`src/rtl/alu_pkg.sv`:
```
// Shared definitions for the ALU result buffer: op codes, entry layout and a packing helper.
// An entry is {op, c, z, n, result}, nine bits, with result in the low nibble.
package alu_pkg;

    typedef enum logic [1:0] {
        OP_ADD = 2'b00,
        OP_SUB = 2'b01,
        OP_AND = 2'b10,
        OP_OR  = 2'b11
    } alu_op_e;

    localparam int RESULT_W = 4;
    localparam int OP_W     = 2;
    localparam int ENTRY_W  = 9;

    localparam int ENTRY_RES_LSB = 0;
    localparam int ENTRY_RES_MSB = 3;
    localparam int ENTRY_N_POS   = 4;
    localparam int ENTRY_Z_POS   = 5;
    localparam int ENTRY_C_POS   = 6;
    localparam int ENTRY_OP_LSB  = 7;
    localparam int ENTRY_OP_MSB  = 8;

    function automatic logic [ENTRY_W-1:0] pack_entry(
        input logic [OP_W-1:0]     op,
        input logic                c,
        input logic                z,
        input logic                n,
        input logic [RESULT_W-1:0] res
    );
        logic [ENTRY_W-1:0] e;
        e = '0;
        e[ENTRY_RES_MSB:ENTRY_RES_LSB] = res;
        e[ENTRY_N_POS]                 = n;
        e[ENTRY_Z_POS]                 = z;
        e[ENTRY_C_POS]                 = c;
        e[ENTRY_OP_MSB:ENTRY_OP_LSB]   = op;
        return e;
    endfunction

endpackage

```
`src/rtl/alu_flag_gen.sv`:
```
// Combinational flag generation for one ALU result: carry (arithmetic ops only), zero, negative.
module alu_flag_gen
    import alu_pkg::*;
(
    input  logic [RESULT_W-1:0] i_result,
    input  logic                i_carry,
    input  logic [OP_W-1:0]     i_op,
    output logic                o_c,
    output logic                o_z,
    output logic                o_n
);

    always_comb begin
        // NOTE: every output of a combinational block gets a default first, so no path can infer a latch.
        o_c = 1'b0;
        case (i_op)
            OP_ADD, OP_SUB: o_c = i_carry;
            OP_AND, OP_OR:  o_c = 1'b0;
        endcase
    end

    assign o_z = (i_result == '0);
    assign o_n = i_result[RESULT_W-1];

endmodule

```
`src/rtl/alu_result_buffer.sv`:
```
// Register-array FIFO holding ALU results with their flags; ready/valid on both sides,
// outputs come from the head entry only, so there is no combinational input-to-output path.
module alu_result_buffer
    import alu_pkg::*;
#(
    parameter int DEPTH = 4
) (
    input  logic                    clk,
    input  logic                    rst_n,
    input  logic                    in_valid,
    output logic                    in_ready,
    input  logic [RESULT_W-1:0]     in_result,
    input  logic                    in_carry,
    input  logic [OP_W-1:0]         in_op,
    output logic                    out_valid,
    input  logic                    out_ready,
    output logic [RESULT_W-1:0]     out_result,
    output logic [OP_W-1:0]         out_op,
    output logic                    out_c,
    output logic                    out_z,
    output logic                    out_n,
    output logic [$clog2(DEPTH):0]  level
);

    localparam int PTR_W = $clog2(DEPTH);
    localparam int LVL_W = PTR_W + 1;
    localparam logic [LVL_W-1:0] FULL_LEVEL = LVL_W'(DEPTH);

    logic [ENTRY_W-1:0] r_mem [DEPTH];
    logic [PTR_W-1:0]   r_wr_ptr;
    logic [PTR_W-1:0]   r_rd_ptr;
    logic [LVL_W-1:0]   r_level;

    logic               w_push;
    logic               w_pop;
    logic               w_c;
    logic               w_z;
    logic               w_n;
    logic [ENTRY_W-1:0] w_wr_entry;
    logic [ENTRY_W-1:0] w_head;

    alu_flag_gen u_flag_gen (
        .i_result (in_result),
        .i_carry  (in_carry),
        .i_op     (in_op),
        .o_c      (w_c),
        .o_z      (w_z),
        .o_n      (w_n)
    );

    assign w_wr_entry = pack_entry(in_op, w_c, w_z, w_n, in_result);

    // Handshake status depends on the registered level only.
    assign in_ready  = (r_level < FULL_LEVEL);
    assign out_valid = (r_level != '0);
    assign level     = r_level;

    assign w_push = in_valid & in_ready;
    assign w_pop  = out_valid & out_ready;

    always_ff @(posedge clk or negedge rst_n) begin
        if (!rst_n) begin
            r_wr_ptr <= '0;
            r_rd_ptr <= '0;
            r_level  <= '0;
        end else begin
            // NOTE: state registers use non-blocking assignments so all flops update from pre-edge values.
            if (w_push) begin
                r_wr_ptr <= r_wr_ptr + PTR_W'(1);
            end
            if (w_pop) begin
                r_rd_ptr <= r_rd_ptr + PTR_W'(1);
            end
            case ({w_push, w_pop})
                2'b10:   r_level <= r_level + LVL_W'(1);
                2'b01:   r_level <= r_level - LVL_W'(1);
                default: r_level <= r_level;
            endcase
        end
    end

    // NOTE: storage has no reset; stale contents are masked below whenever the buffer is empty.
    always_ff @(posedge clk) begin
        if (w_push) begin
            r_mem[r_wr_ptr] <= w_wr_entry;
        end
    end

    always_comb begin
        w_head = '0;
        if (out_valid) begin
            w_head = r_mem[r_rd_ptr];
        end
    end

    assign out_result = w_head[ENTRY_RES_MSB:ENTRY_RES_LSB];
    assign out_n      = w_head[ENTRY_N_POS];
    assign out_z      = w_head[ENTRY_Z_POS];
    assign out_c      = w_head[ENTRY_C_POS];
    assign out_op     = w_head[ENTRY_OP_MSB:ENTRY_OP_LSB];

endmodule

```
`config.mk`:
```
export PLATFORM = sky130hd
export DESIGN_NAME = alu_result_buffer
export DESIGN_NICKNAME = d
export VERILOG_FILES = /design/src/rtl/alu_pkg.sv /design/src/rtl/alu_flag_gen.sv /design/src/rtl/alu_result_buffer.sv
export SDC_FILE = /design/constraint.sdc
export NUM_CORES = 1
export LEC_CHECK = 0
export CELL_PAD_IN_SITES_DETAIL_PLACEMENT = 2
export CELL_PAD_IN_SITES_GLOBAL_PLACEMENT = 2
export CORE_MARGIN = 2
export CORE_UTILIZATION = 37
export CTS_BUF_LIST = sky130_fd_sc_hd__clkbuf_8
export DETAILED_ROUTE_END_ITERATION = 10
export MAX_ROUTING_LAYER = met4
export PLACE_DENSITY_LB_ADDON = 0.1
export SKIP_CTS_REPAIR_TIMING = 1
export SYNTH_ARGS = -nofsm -noshare
export SYNTH_HDL_FRONTEND = slang
export SYNTH_HIERARCHICAL = 1
export SYNTH_SLANG_ARGS = --single-unit
```
`constraint.sdc`:
```
create_clock -name clk -period 1.6 [get_ports clk]
set_input_delay 0.32 -clock clk [delete_from_list [all_inputs] [get_ports clk]]
set_output_delay 0.32 -clock clk [all_outputs]
set_load 0.01 [all_outputs]
```
==> impl_metrics.ini <==
[run_status]
outcome = complete, but fails checks
violations = setup timing

[floorplan]
dieHeight_um = 73.8
io_pins = 25
dieArea_um2 = 5440
initial_core_util = 0.381
die_w_um = 73.8
row_count = 25
core_um2 = 4720

[clock_tree]
cts_max_path_buffers = 2
cts.sinks = 43
cts_root_buf = clkbuf_8
cts-htree-levels = 2
clock_latency_ps = 300
path_clk_slew_ps = 80
cts_buffers = 5
cts_tree = built

[sta]
min_period_ps = 1950
max_slew.worst_pin.slew_ps = 404
post-route-period-util = 1.22
grt_setup_unrepaired = yes
final-setup-viol-count = 12
drv_slew = 0
finalHoldViolations = 0
worst_slack_ps = -353
relSlewSlack = 0.730
setup_tns_ps = -3590
fin_skew_ps = 7.14
fmax_mhz = 512

[synthesis]
syn_inst = 99
synth_fp_nets = 116
ys_types = 22
syn_area_per_cell_um2 = 18.2
synth_top_area_share = 0.600
yosysTopAreaCell = edfxtp_1
ys_seq_elements = 43
synth.yosys.seq_area_share = 0.697
synth_area_leaders = edfxtp_1 (60%), mux4_2 (10%), dfrtp_1 (9.7%), and2_1 (4.9%), ha_1 (3.5%)
syn-cell-area_um2 = 1800
ys_warn_count = 6

[setup_path]
cp.required_ps = 1280
r2r_start = level[2]
cp_num_buf_inv = 2
r2r_setup_slack_ps = -270
critPathMaxStageDelay_ps = 500
crit_path_start = r_rd_ptr[0]
endpoint_kind = output port
cp-start-kind = flip-flop
crit_chain = buf_12 > mux4_2 > and2_4 > buf_6
crit_fanout = 7
slowest_stage = mux4_2
crit_type = reg2out
cp_top_family = multiplexers
worstPathArrival_ps = 1630

[placed_design]
dp_hpwl_um = 2930
port_buffers = 24
dp.cells = 204
gp_congestion = 0.709

[power]
clkPwrFrac = 0.158
power_density_nw_per_um2 = 1800
p_comb_frac = 0.484
p_seq_frac = 0.358
p_int_mw = 2.99
p_sw_frac = 0.316
leakagePower_nw = 0.953
switchingPower_mw = 1.38
ir_drop_v = 0.000823

[job]
maxCapViolCount = 0

[global_routing]
gr-usage-met1 = 0.213
met3_usage = 0.0370
grt_pass1_wl_um = 6200
first_global_vias = 1137
busiest_layer = met2
grtUsageMet2 = 0.270
grt_use_total = 0.171
antenna_found_initial = 0
grt_overflow = 0
grt_max_degree = 15

[final_layout]
fin_cells = 215
syn_to_final_growth_pct = 34.9
final_cell_mix = edfxtp_1 (36), buf_4 (17), clkdlybuf4s50_1 (10)
final_common_cell = edfxtp_1
layout-drive-gt1-share = 0.399
insertedDiodeCount = 0
nNetsFinal = 164

[worst_hold_path]
hold_class = in2async

[detailed_routing]
drc_errors = 0
drt_first_pass_iters = 4
avgViaCountPerCell = 4.70
finalWirelength_um = 3950
wl_per_cell_um = 18.4
ant_nets = 0
via_count = 1010
drt_iter0_drc = 44
flip-flops by register name (all words and copies together), names as in the netlist:
signal	count
level	3
r_wr_ptr	2
r_mem	36
r_rd_ptr	2
cell families (layout without fill, tap and decap cells):
logic type / after synthesis / count (layout) / share of synthesized area
buf+inv: 12 / 61 / 0.0319
fa+ha+maj: 6 / 6 / 0.0458
xor+xnor: 6 / 6 / 0.0292
compound gates: 1 / 1 / 0.00278
simple gates: 21 / 21 / 0.0729
mux: 10 / 10 / 0.120
flops: 43 / 43 / 0.697
metrics by stage:
step / total power [mW] / cell area (um2) / util / setup slack, ps / hold WS, ps
2_1_floorplan: 2.57 / 1820 / - / -165 / 24.4
3_3_place_gp: 3.50 / 2300 / 0.486 / -436 / 549
3_5_place_dp: 3.64 / 2300 / 0.486 / -453 / 614
4_1_cts: 4.34 / 2390 / 0.505 / -802 / 311
5_1_grt: 4.63 / 2430 / 0.515 / -406 / 336
6_report: 4.37 / 2430 / 0.515 / -353 / 314
cell usage after synthesis:
master / n
buf_6: 1
edfxtp_1: 36
dfrtp_1: 7
mux4_1: 1
xor2_1: 2
buf_2: 1
xnor2_1: 4
nor2_1: 1
buf_4: 1
fa_1: 1
nand2_1: 1
ha_1: 5
inv_1: 7
or3_1: 1
o21ai_0: 1
mux4_2: 8
and2_1: 14
nor2b_1: 2
clkbuf_1: 2
nand3_1: 1
nor4_2: 1
mux2i_1: 1
power groups by stage:
stage          sequential, mW  combinational, mW  clock [mW]
3_5_place_dp             1.58               2.06           0
6_report                 1.56               2.11       0.689
3_3_place_gp             1.56               1.94           0
2_1_floorplan            1.57               1.01           0
5_1_grt                  1.59               2.30       0.739
4_1_cts                  1.56               2.06       0.711
cell type report:
type | count | area (um2)
sequential | 43 | 1260
clock buffer | 5 | 68.8
clock inverter | 3 | 20.0
timing repair buffer | 46 | 449
fill | 406 | 2290
inverter | 7 | 26.3
tap | 67 | 83.8
multi-input combinational | 44 | 526
worst reg2reg max path, stage by stage, from the launching register on:
cell	delay (ps)
dfrtp_1	400
or3_4	410
and2_4	160
ha_4	160
inv_2	60
fa_2	200
xor2_1	170
nor2_1	80
xnor2_1	120
path summary, 6_finish.rpt:
kind | end | depth (start not counted)
min reg2reg | level[0] | 2
max | out_result[3] | 4
max in group asynchronous | r_rd_ptr[0] | 1
min in group clk | level[0] | 2
min | r_rd_ptr[1] | 1
max reg2reg | level[2] | 8
metal layers:
metal | vias to the layer above | wire, um | share of wire
met5 | - | 0 | 0
met1 | 526 | 1760 | 0.45
met4 | 0 | 60 | 0.015
li1 | 459 | - | -
met3 | 4 | 107 | 0.027
met2 | 21 | 2020 | 0.51
(Power assumes the default switching activity.)
